<file path="config.mk">
export PLATFORM = sky130hd
export DESIGN_NAME = serial_to_parallel_hs
export DESIGN_NICKNAME = d
export VERILOG_FILES = /design/src/rtl/s2p_pkg.sv /design/src/rtl/s2p_shift_core.sv /design/src/rtl/serial_to_parallel_hs.sv
export SDC_FILE = /design/constraint.sdc
export NUM_CORES = 1
export LEC_CHECK = 0
export CAP_MARGIN = 0
export CORE_UTILIZATION = 54
export CTS_BUF_LIST = sky130_fd_sc_hd__clkbuf_4 sky130_fd_sc_hd__clkbuf_8
export DETAILED_ROUTE_END_ITERATION = 7
export GPL_TIMING_DRIVEN = 0
export PLACE_DENSITY = 0.85
export SLEW_MARGIN = 20
export SYNTH_ARGS = -nofsm -noshare
export SYNTH_HDL_FRONTEND = slang
export SYNTH_SLANG_ARGS = --single-unit
</file>
<file path="constraint.sdc">
create_clock -name clk -period 3.1 [get_ports clk]
set_clock_uncertainty 0.1 [all_clocks]
set_input_delay 0.465 -clock clk [delete_from_list [all_inputs] [get_ports clk]]
set_output_delay 0.465 -clock clk [all_outputs]
set_load 0.02 [all_outputs]
</file>
<file path="src/rtl/s2p_pkg.sv">
// Shared types and defaults for the handshaked serial-to-parallel converter.
package s2p_pkg;

  typedef enum logic {
    HOLD_EMPTY = 1'b0,
    HOLD_FULL  = 1'b1
  } hold_state_t;

  localparam int S2P_N_DEF         = 8;
  localparam bit S2P_MSB_FIRST_DEF = 1'b1;

  // Bit-order reversal of a 64-bit value, handy for comparing the two orderings.
  function automatic logic [63:0] s2p_reverse64(input logic [63:0] w);
    logic [63:0] r;
    for (int i = 0; i < 64; i++) r[i] = w[63-i];
    return r;
  endfunction

endpackage

</file>
<file path="src/rtl/s2p_shift_core.sv">
// Shift register and bit counter; reports the assembled word on the edge the last bit arrives.
module s2p_shift_core
  import s2p_pkg::*;
#(
  parameter int N         = S2P_N_DEF,
  parameter bit MSB_FIRST = S2P_MSB_FIRST_DEF,
  parameter int CNT_W     = $clog2(N)
) (
  input  logic             clk,
  input  logic             rst,
  input  logic             data_in,
  input  logic             bit_valid,
  input  logic             flush,
  output logic [CNT_W-1:0] bit_cnt,
  output logic             word_done,
  output logic [N-1:0]     word
);

  logic [N-1:0] sreg;
  logic [N-1:0] sreg_next;
  logic         accept;
  logic         last_bit;

  if (MSB_FIRST) begin : g_msb_first
    assign sreg_next = {sreg[N-2:0], data_in};
  end else begin : g_lsb_first
    assign sreg_next = {data_in, sreg[N-1:1]};
  end

  // Flush outranks a coincident bit, so that bit can never complete a word.
  assign accept    = bit_valid && !flush;
  assign last_bit  = (bit_cnt == CNT_W'(N - 1));
  assign word_done = accept && last_bit;
  assign word      = sreg_next;

  always_ff @(posedge clk or posedge rst) begin
    if (rst) begin
      sreg    <= '0;
      bit_cnt <= '0;
    end else if (flush) begin
      sreg    <= '0;
      bit_cnt <= '0;
    end else if (accept) begin
      sreg    <= sreg_next;
      bit_cnt <= last_bit ? '0 : bit_cnt + 1'b1;
    end
  end

endmodule

</file>
<file path="src/rtl/serial_to_parallel_hs.sv">
// Serial-to-parallel converter with a one-word holding register behind valid/ready,
// plus a sticky overrun flag for words dropped while the consumer stalls.
module serial_to_parallel_hs
  import s2p_pkg::*;
#(
  parameter int N         = S2P_N_DEF,
  parameter bit MSB_FIRST = S2P_MSB_FIRST_DEF,
  parameter int CNT_W     = $clog2(N)
) (
  input  logic             clk,
  input  logic             reset,
  input  logic             data_in,
  input  logic             bit_valid,
  input  logic             flush,
  input  logic             clr_ovr,
  output logic [N-1:0]     data_out,
  output logic             out_valid,
  input  logic             out_ready,
  output logic             full_tick,
  output logic [CNT_W-1:0] bit_cnt,
  output logic             overrun
);

  logic         word_done;
  logic [N-1:0] word;
  hold_state_t  hold_state;
  hold_state_t  hold_state_next;
  logic         load;
  logic         drop;

  s2p_shift_core #(
    .N         (N),
    .MSB_FIRST (MSB_FIRST),
    .CNT_W     (CNT_W)
  ) u_shift_core (
    .clk       (clk),
    .rst       (reset),
    .data_in   (data_in),
    .bit_valid (bit_valid),
    .flush     (flush),
    .bit_cnt   (bit_cnt),
    .word_done (word_done),
    .word      (word)
  );

  // Handshake: a word transfers on any edge where out_valid && out_ready. out_valid
  // stays high until that transfer; a word completing in the same edge as a transfer
  // replaces the old one, and one completing while FULL without out_ready is dropped.
  always_comb begin
    hold_state_next = hold_state;
    load            = 1'b0;
    drop            = 1'b0;
    case (hold_state)
      HOLD_EMPTY: begin
        if (word_done) begin
          hold_state_next = HOLD_FULL;
          load            = 1'b1;
        end
      end
      HOLD_FULL: begin
        if (word_done) begin
          if (out_ready) load = 1'b1;
          else           drop = 1'b1;
        end else if (out_ready) begin
          hold_state_next = HOLD_EMPTY;
        end
      end
      default: hold_state_next = HOLD_EMPTY;
    endcase
  end

  always_ff @(posedge clk or posedge reset) begin
    if (reset) begin
      hold_state <= HOLD_EMPTY;
      data_out   <= '0;
      full_tick  <= 1'b0;
      overrun    <= 1'b0;
    end else begin
      hold_state <= hold_state_next;
      full_tick  <= load;
      if (load) data_out <= word;
      // A drop on the same edge as clr_ovr keeps the flag set.
      if (drop)         overrun <= 1'b1;
      else if (clr_ovr) overrun <= 1'b0;
    end
  end

  assign out_valid = (hold_state == HOLD_FULL);

endmodule

</file>
==> impl_metrics.py <==
metrics = {
    "status": {
        "status": "finished clean",
    },
    "setup_path": {
        "critPathMaxFanout": 4,
        "critical_path_required_ns": 2.53,
        "arrival_ns": 1.33,
        "start_kind": "register",
        "path_buf_inv": 1,
        "cp_top_family": "buffers and inverters",
        "crit_type": "reg2out",
        "slowest_delay_ns": 0.62,
        "cp_slowest_cell": "clkdlybuf4s50_1",
        "worstPathCellList": "clkdlybuf4s50_1",
        "reg2reg_slack_ns": 1.39,
        "worstSetupEndpointType": "primary output",
    },
    "power": {
        "switching_power_uw": 105,
        "p_seq_frac": 0.625,
        "p_leak_uw": 0.000587,
        "combPwrFrac": 0.085,
        "pwr-share-clk": 0.289,
        "power.internal_uw": 345,
        "p_sw_frac": 0.233,
        "power.density_nw_per_um2": 390,
        "peakVddDrop_mv": 0.290,
    },
    "sta": {
        "tns_ns": 0,
        "fmax_mhz": 528,
        "min_period_ns": 1.89,
        "max_slew_margin": 0.499,
        "rsz0062_at_grt": "no",
        "maxSlewViolCount": 0,
        "final-hold-violation-count": 0,
        "max_slew.worst_pin.slew_ns": 0.750,
        "setup_viol": 0,
        "fin_crit_sh": 0.611,
    },
    "finish": {
        "syn_to_final_growth_pct": 27.4,
        "num_antenna_cells": 0,
        "drive_gt1_frac": 0.195,
        "n_fill_cell": 109,
        "final_area_um2": 1150,
        "nets": 97,
    },
    "synthesis": {
        "synth_warnings": 0,
        "synth_edf_count": 0,
        "yosysUniqueCellTypes": 17,
        "synth_most_common_cell": "dfrtp_1",
        "synth.largest_area_cell": "dfrtp_1",
        "avgSynthCellArea_um2": 14.4,
        "synth_area_um2": 905,
        "ys_ff_latch": 21,
        "syn_nets": 72,
        "async_reset_ff_frac": 1.00,
        "synthTopCellsByArea": "dfrtp_1 58%, mux2_4 13%, mux2i_1 10%",
        "synth_top_area_frac": 0.581,
        "syn_inst": 63,
        "ys.flop_type": "dfrtp_1",
        "ys_seq_area_frac": 0.581,
        "synthTopCellsByCount": "21 x dfrtp_1, 10 x nor2_1, 9 x mux2i_1",
    },
    "die": {
        "chipHeight_um": 42.9,
        "die_x_um": 42.9,
        "core_area_um2": 1540,
        "pin_count": 21,
        "start_util": 0.587,
        "die_area_um2": 1840,
        "rows": 14,
    },
    "clock_tree": {
        "cts_setup_buffers": 0,
        "htreeDepth": 1,
        "insertion_delay_ns": 0.30,
        "cts_root_buf": "clkbuf_4",
        "cts.sinks": 21,
        "hold_buffers": 0,
        "clk_path_buf_depth": 2,
        "cts_tree": "done",
        "clkTransAtPathRegs_ns": 0.12,
        "cts_made_buffers": 3,
        "cts.repair.resized": 0,
    },
    "global_routing": {
        "grt_usage": 0.173,
        "use_met2": 0.252,
        "grtUsageMet3": 0.0255,
        "use_met1": 0.252,
        "grt_max_degree": 22,
        "busiest_layer": "met1",
        "grt_pass1_vias": 516,
        "antenna_found_initial": 0,
        "overflow": 0,
        "grt_pass1_wl_um": 2320,
    },
    "detailed_routing": {
        "ant_nets": 0,
        "first_pass_iters": 3,
        "wl_um": 1360,
        "wire_per_inst_um": 13.2,
        "num_vias": 514,
        "drtIter0Drc": 8,
        "routed_via_density": 4.99,
        "drc": 0,
    },
    "placed_design": {
        "portBuffers": 20,
        "place_area_um2": 1120,
        "place_congestion": 0.652,
        "hpwl_um": 965,
    },
    "min_path": {
        "hold_class": "reg2reg",
    },
    "job": {
        "cap_violations": 0,
    },
}
==> sequential cells by signal (all words and copies together) (netlist names) <==
signal                cells
out_valid                 1
overrun                   1
full_tick                 1
u_shift_core.sreg         7
u_shift_core.bit_cnt      3
data_out                  8
==> cells in the final DEF, fill, tap and decap left out, drive strengths merged <==
cell,count
o22ai,1
nand2,1
clkdlybuf4s50,20
clkbuf,4
nor2,10
ha,2
mux2i,9
dfrtp,21
clkinv,1
inv,2
buf,2
nor2b,1
mux2,8
nand3b,2
nand2b,2
a21oi,1
==> layout make-up <==
| cell class | count | area [um2] | share of cell area |
|---|---|---|---|
| timing repair buffer | 20 | 200 | 0.174 |
| inverter | 2 | 7.51 | 0.00651 |
| clock buffer | 3 | 22.5 | 0.0195 |
| buffer | 3 | 22.5 | 0.0195 |
| tap | 16 | 20.0 | 0.0174 |
| clock inverter | 1 | 5.00 | 0.00434 |
| multi-input combinational | 37 | 349 | 0.303 |
| sequential | 21 | 526 | 0.456 |
==> worst paths after layout <==
path,from,endpoint,depth (start not counted)
worst min-delay path,data_out[7]$_DFFE_PP0P_,data_out[7]$_DFFE_PP0P_,1
max in group asynchronous,reset,overrun$_DFFE_PP0P_,2
min in group asynchronous,reset,data_out[3]$_DFFE_PP0P_,2
worst min register to register,data_out[7]$_DFFE_PP0P_,data_out[7]$_DFFE_PP0P_,1
worst max register to register,u_shift_core.bit_cnt[0]$_DFFE_PP0P_,data_out[7]$_DFFE_PP0P_,6
worst max-delay path,u_shift_core.bit_cnt[0]$_DFFE_PP0P_,bit_cnt[0],1
==> metrics by stage <==
stage | cells | hold slack, ns | setup slack [ns] | util | power [uW]
2_1_floorplan | 63 | 0.342 | 1.37 | - | 307
3_3_place_gp | 99 | 0.390 | 1.18 | 0.730 | 324
3_5_place_dp | 99 | 0.397 | 1.17 | 0.730 | 325
4_1_cts | 103 | 0.428 | 1.20 | 0.748 | 454
5_1_grt | 103 | 0.439 | 1.17 | 0.748 | 465
6_report | 103 | 0.421 | 1.21 | 0.748 | 449
==> layer usage <==
layer | wire length [um] | vias up | part of all wire
met5 | 0 | - | 0
met4 | 9 | 0 | 0.0066
met3 | 40 | 2 | 0.029
met2 | 636 | 13 | 0.47
met1 | 672 | 241 | 0.49
li1 | - | 258 | -
==> cell families after synthesis <==
family,count (synthesis),synth area share
fa+ha+maj,2,0.0277
simple gates,16,0.113
buf+inv,5,0.0332
compound gates,2,0.0124
flops,21,0.581
mux,17,0.232
==> power by group through the flow <==
stage / sequential [uW] / clock (uW) / combinational (uW)
3_5_place_dp: 286 / 0 / 38.9
2_1_floorplan: 289 / 0 / 18.8
5_1_grt: 281 / 140 / 42.8
3_3_place_gp: 286 / 0 / 37.6
4_1_cts: 281 / 134 / 39.5
6_report: 281 / 130 / 38.4
Note: power is estimated with default switching activity, not from simulation.
==> patch 1, RTL diff (config.mk and constraints unchanged) <==
`S2P_N_DEF`: 8 -> 32.
--- a/src/rtl/s2p_pkg.sv
+++ b/src/rtl/s2p_pkg.sv
@@ -6,7 +6,7 @@
     HOLD_FULL  = 1'b1
   } hold_state_t;
 
-  localparam int S2P_N_DEF         = 8;
+  localparam int S2P_N_DEF         = 32;
   localparam bit S2P_MSB_FIRST_DEF = 1'b1;
 
   // Bit-order reversal of a 64-bit value, handy for comparing the two orderings.
Interface: changed (resized bit_cnt and data_out); port bits go from 21 to 47. The function was not compared with the original's and may differ.
==> patch 1 against the unedited design <==
  * Total power grew to 3.7 times the old value
  * Synthesized cell count grew to 3.2 times the old value
  * Area after synthesis rose to 3.3 times the old value
  * Sequential cell count rose by 50
  * Critical endpoint is now data_out[26]$_DFFE_PP0P_
  * Routed wire length grew to 3.9 times the old value
  * Worst setup slack lost 340 ps
  * Design area rose to 3.2 times the old value
  * Count of clock-buffer cells in the layout increased by 10
==> patch 1: results (changes against the unedited design) <==
| Metric | Value |
|---|---|
| Status | `finished, final reports clean` |
| TritonRoute pass-1 iters | `4 (+1)` |
| Ys async rst share | `100% (unchanged)` |
| Met2 wire len | `2610 um (+310%)` |
| CTS H-tree depth | `3 (+2)` |
| Met1 GRT Util | `28.5% (+3.3 points)` |
| Critical path peak fanout | `10 (+6)` |
| Yosys cell types | `24 (+7)` |
| Post-synthesis sequential area ratio | `59.6% (+1.5 points)` |
| Min-Delay Path Depth | `2 (+1)` |
| Via count | `1744 (+240%)` |
| FF-to-FF End | `data_out[26]$_DFFE_PP0P_` |
| First-pass GRT wire length | `9350 um (+300%)` |
| Final WL | `5350 um (+290%)` |
| Total Routing Usage GR | `21.3% (+4.0 points)` |
| Switching power | `0.362 mW (+250%)` |
| Commonest cells post-synth | `dfrtp_1 (71), nor2_1 (35), mux2i_1 (33)` |
| Port bufs | `45 (+130%)` |
| Worst Slack Setup Final | `861 ps (-345 ps)` |
| Comb power frac | `4.6% (-3.9 points)` |
| Leakage power | `1.83 nW (+210%)` |
| Peak VDD IR | `0.000371 V (+28%)` |
| WP data arrival | `2360 ps (+1030 ps)` |
| Gpl congestion | `0.756 (+16%)` |
| Mapped Cells | `204 (+220%)` |
| Worst slack, placed | `904 ps (-266 ps)` |
| Flop-to-flop setup slack | `860 ps (-530 ps)` |
| Syn Nets | `213 (+200%)` |
| Int Pwr | `1.30 mW (+280%)` |
| Met3 Wirelength | `194 um (+390%)` |
| Share of layout cells above drive strength 1 | `22.7% (+3.2 points)` |
| Wl on met1 | `2410 um (+260%)` |
| Number of global-route vias before repair | `1844 (+260%)` |
| CTS Root Cell | `clkbuf_8` |
| CTS Buf Count | `9 (+6)` |
| HP Start | `flush` |
| Nets | `270 (+180%)` |
| Synth top area cells | `dfrtp_1 (60%), mux2_4 (15%), mux2i_1 (11%)` |
| Post-CTS Resized | `0 (unchanged)` |
| Largest net degree at the start of global routing | `41 (+86%)` |
| Worst reg-to-reg path cell count | `8 (+2)` |
| Most Crowded Layer GR | `met2` |
| Sequential share of power | `56.2% (-6.3 points)` |
| M3 GR Usage | `4.67% (+2.1 points)` |
| Top flop regs | `data_out (32), u_shift_core.sreg (31), u_shift_core.bit_cnt (5)` |
| GR Util met2 | `32.8% (+7.6 points)` |
| Placement-stage cell area | `3540 um^2 (+210%)` |
| Hold slack | `245 ps (-176 ps)` |
| Placed insts | `320 (+220%)` |
| Worst skew pair latency | `340 ps (+40 ps)` |
==> patch 1: changes by cell type after synthesis, sizes merged, moves of 2 or more <==
cell and change:
buf +7, clkbuf +2, dfrtp +50, mux2 +25, mux2i +24, nor2 +25
o21ai +2
==> patch 1: final cells by class <==
class,count,area (um^2)
clock buffers,13,166
multi-input cells,118,1070
clock inverters,1,5.00
inverters,3,13.8
flip-flops and latches,71,1780
repair buffers,46,470
well taps,70,87.6
fillers,358,1490
plain buffers,12,121
==> patch 1: worst max-delay path, stage by stage (launching register included) <==
cell	delay [ps]
dfrtp_1	460
ha_1	230
and3_1	170
ha_1	280
nand3b_4	120
nor2b_2	130
buf_6	160
buf_12	160
mux2_4	310
==> patch 1: logic make-up after synthesis <==
family	share of synthesized area, %
fa+ha+maj	0.839
simple gates	6.84
compound gates	1.09
buf+inv	4.45
mux	27.2
flops	59.6
==> patch 2, RTL diff (config.mk and constraints unchanged) <==
Without the edit above. Make the reset (`reset` and `rst`) synchronous in 2 clocked blocks.
--- a/src/rtl/s2p_shift_core.sv
+++ b/src/rtl/s2p_shift_core.sv
@@ -33,7 +33,7 @@
   assign word_done = accept && last_bit;
   assign word      = sreg_next;
 
-  always_ff @(posedge clk or posedge rst) begin
+  always_ff @(posedge clk) begin
     if (rst) begin
       sreg    <= '0;
       bit_cnt <= '0;
--- a/src/rtl/serial_to_parallel_hs.sv
+++ b/src/rtl/serial_to_parallel_hs.sv
@@ -69,7 +69,7 @@
     endcase
   end
 
-  always_ff @(posedge clk or posedge reset) begin
+  always_ff @(posedge clk) begin
     if (reset) begin
       hold_state <= HOLD_EMPTY;
       data_out   <= '0;
Check against the original RTL: differs if reset is asserted again (counterexample within 4 cycles, from zero or initial values and one cycle with reset high); with reset held inactive, the same outputs for 10 cycles.
==> patch 2 against the unedited design <==
  * Sequential power is 3% lower
  * Count of clock-buffer cells in the layout is 1 higher
  * Worst setup slack better by 1.4 ps
  * Design area decreased by 2.0%
  * Sequential share of layout area is 8.4 points lower
  * Routed wire length is 9.0% higher
  * Critical path depth unchanged
  * Sequential cell count is the same
  * Clock power is 12% higher
  * Area after synthesis decreased by 1.7%
  * First-iteration DRC count fell by 75%
  * Total power shrank 0.28%
  * Global-route usage grew 2.9 points
  * Largest cell class is now multi-input gates
==> patch 2: results (changes against the unedited design) <==
| Metric | Value |
|---|---|
| CTS Root Cell | `clkbuf_4` |
| Layout Cells excl Fill | `123 (+19%)` |
| Post-synthesis sequential area ratio | `47.3% (-11 points)` |
| Gpl congestion | `0.713 (+9.3%)` |
| CTS H-tree depth | `1 (unchanged)` |
| Leakage power | `0.429 nW (-27%)` |
| Total Routing Usage GR | `20.2% (+2.9 points)` |
| Critical path peak fanout | `4 (unchanged)` |
| Post-CTS setup buffers | `0 (unchanged)` |
| Clock buffer depth | `2 (unchanged)` |
| Status | `finished, final reports clean` |
| TritonRoute pass-1 iters | `3 (unchanged)` |
| Worst skew pair latency | `310 ps` |
| Synth top area cells | `dfxtp_1 (47%), mux2i_1 (18%), nand2b_1 (12%)` |
| Dominant synthesized flop cell | `dfxtp_1` |
| Relative slew margins | `76.5% (+27 points)` |
| Peak VDD IR | `0.000295 V (+1.6%)` |
| Avg Vias per Cell | `5.01 (+0.36%)` |
| Slowest CP cell | `clkdlybuf4s50_1` |
| DRT iter0 DRCs | `2 (-6)` |
| Crit path largest cell delay | `620 ps (about the same)` |
| Commonest cells post-synth | `dfxtp_1 (21), nand2b_1 (17), mux2i_1 (16)` |
| First-pass GRT wire length | `2610 um (+13%)` |
| Ys async rst share | `0% (-100 points)` |
| Post-CTS Resized | `0 (unchanged)` |
| P_comb | `0.0312 mW (-19%)` |
| CTS clk-pin slew, worst paths | `120 ps (about the same)` |
| Syn Nets | `93 (+29%)` |
| CTS Buf Count | `3 (unchanged)` |
| WP data arrival | `1330 ps (about the same)` |
| Placement-stage cell area | `1100 um^2 (-2.2%)` |
| Estimated wirelength of the detail-placed design | `1100 um (+13%)` |
| Top delay family on crit path | `buffers and inverters` |
| Number of global-route vias before repair | `622 (+21%)` |
| Number of diodes | `0 (unchanged)` |
| Top flop regs | `data_out (8), u_shift_core.sreg (7), u_shift_core.bit_cnt (3)` |
| Port bufs | `19 (-5.0%)` |
| Share of layout cells above drive strength 1 | `9.35% (-10 points)` |
| Syn avg cell area | `10.6 um^2 (-26%)` |
| Worst Hold Class | `register to register` |
| Mean routed wirelength per cell | `12.0 um (-8.7%)` |
| Comb power frac | `7.0% (-1.5 points)` |
| Worst slack, placed | `1330 ps (+159 ps)` |
| Initial antenna violation count | `0 (unchanged)` |
| Int Pwr | `0.348 mW (+0.97%)` |
| Clk network pwr share | `32.3% (+3.4 points)` |
| Min cycle time layout | `1890 ps (-1.35 ps)` |
| Largest net degree at the start of global routing | `12 (-45%)` |
| Yosys cell types | `22 (+5)` |
-- patch 2: cell types whose count changed in the layout (fill, tap and decap cells not counted), moves of 7 or more --
cell and change:
dfrtp_1 -21, dfxtp_1 +21, mux2_4 -8, mux2i_1 +7
nand2b_1 +16
-- patch 2: per-layer routing --
layer / part of all wire (%) / track usage [%] / wire (um)
met5: 0 / 0 / 0
met4: 3.4 / 15.0 / 50
met3: 3.7 / 6.47 / 55
met2: 45 / 31.7 / 669
met1: 48 / 22.6 / 704
-- patch 2: path summary, 6_finish.rpt --
path,from,endpoint,slack (ps),cells past startpoint
worst max-delay path,u_shift_core.bit_cnt[0]$_SDFFE_PP0N_,bit_cnt[0],1210,1
worst min-delay path,data_out[0]$_SDFFE_PP0P_,data_out[0]$_SDFFE_PP0P_,380,2
worst max register to register,u_shift_core.bit_cnt[0]$_SDFFE_PP0N_,data_out[1]$_SDFFE_PP0P_,1560,5
worst min register to register,data_out[0]$_SDFFE_PP0P_,data_out[0]$_SDFFE_PP0P_,380,2
-- patch 2: layout make-up --
type                    count  area [um^2]
inverters                   2         7.51
repair buffers             19          190
fillers                   122          394
flip-flops and latches     21          420
clock buffers               4         30.0
well taps                  16         20.0
plain buffers               4         27.5
multi-input cells          57          434
-- patch 2: kinds of logic (layout without fill, tap and decap cells) --
family / count (synthesis) / after routing / share of synthesized area (%)
AND/OR/NAND/NOR: 35 / 35 / 25.2
multiplexers: 16 / 16 / 18.0
buffers and inverters: 6 / 29 / 3.94
adder cells (fa/ha/maj): 2 / 2 / 2.81
flip-flops: 21 / 21 / 47.3
AO/OA/AOI/OAI: 4 / 4 / 2.81
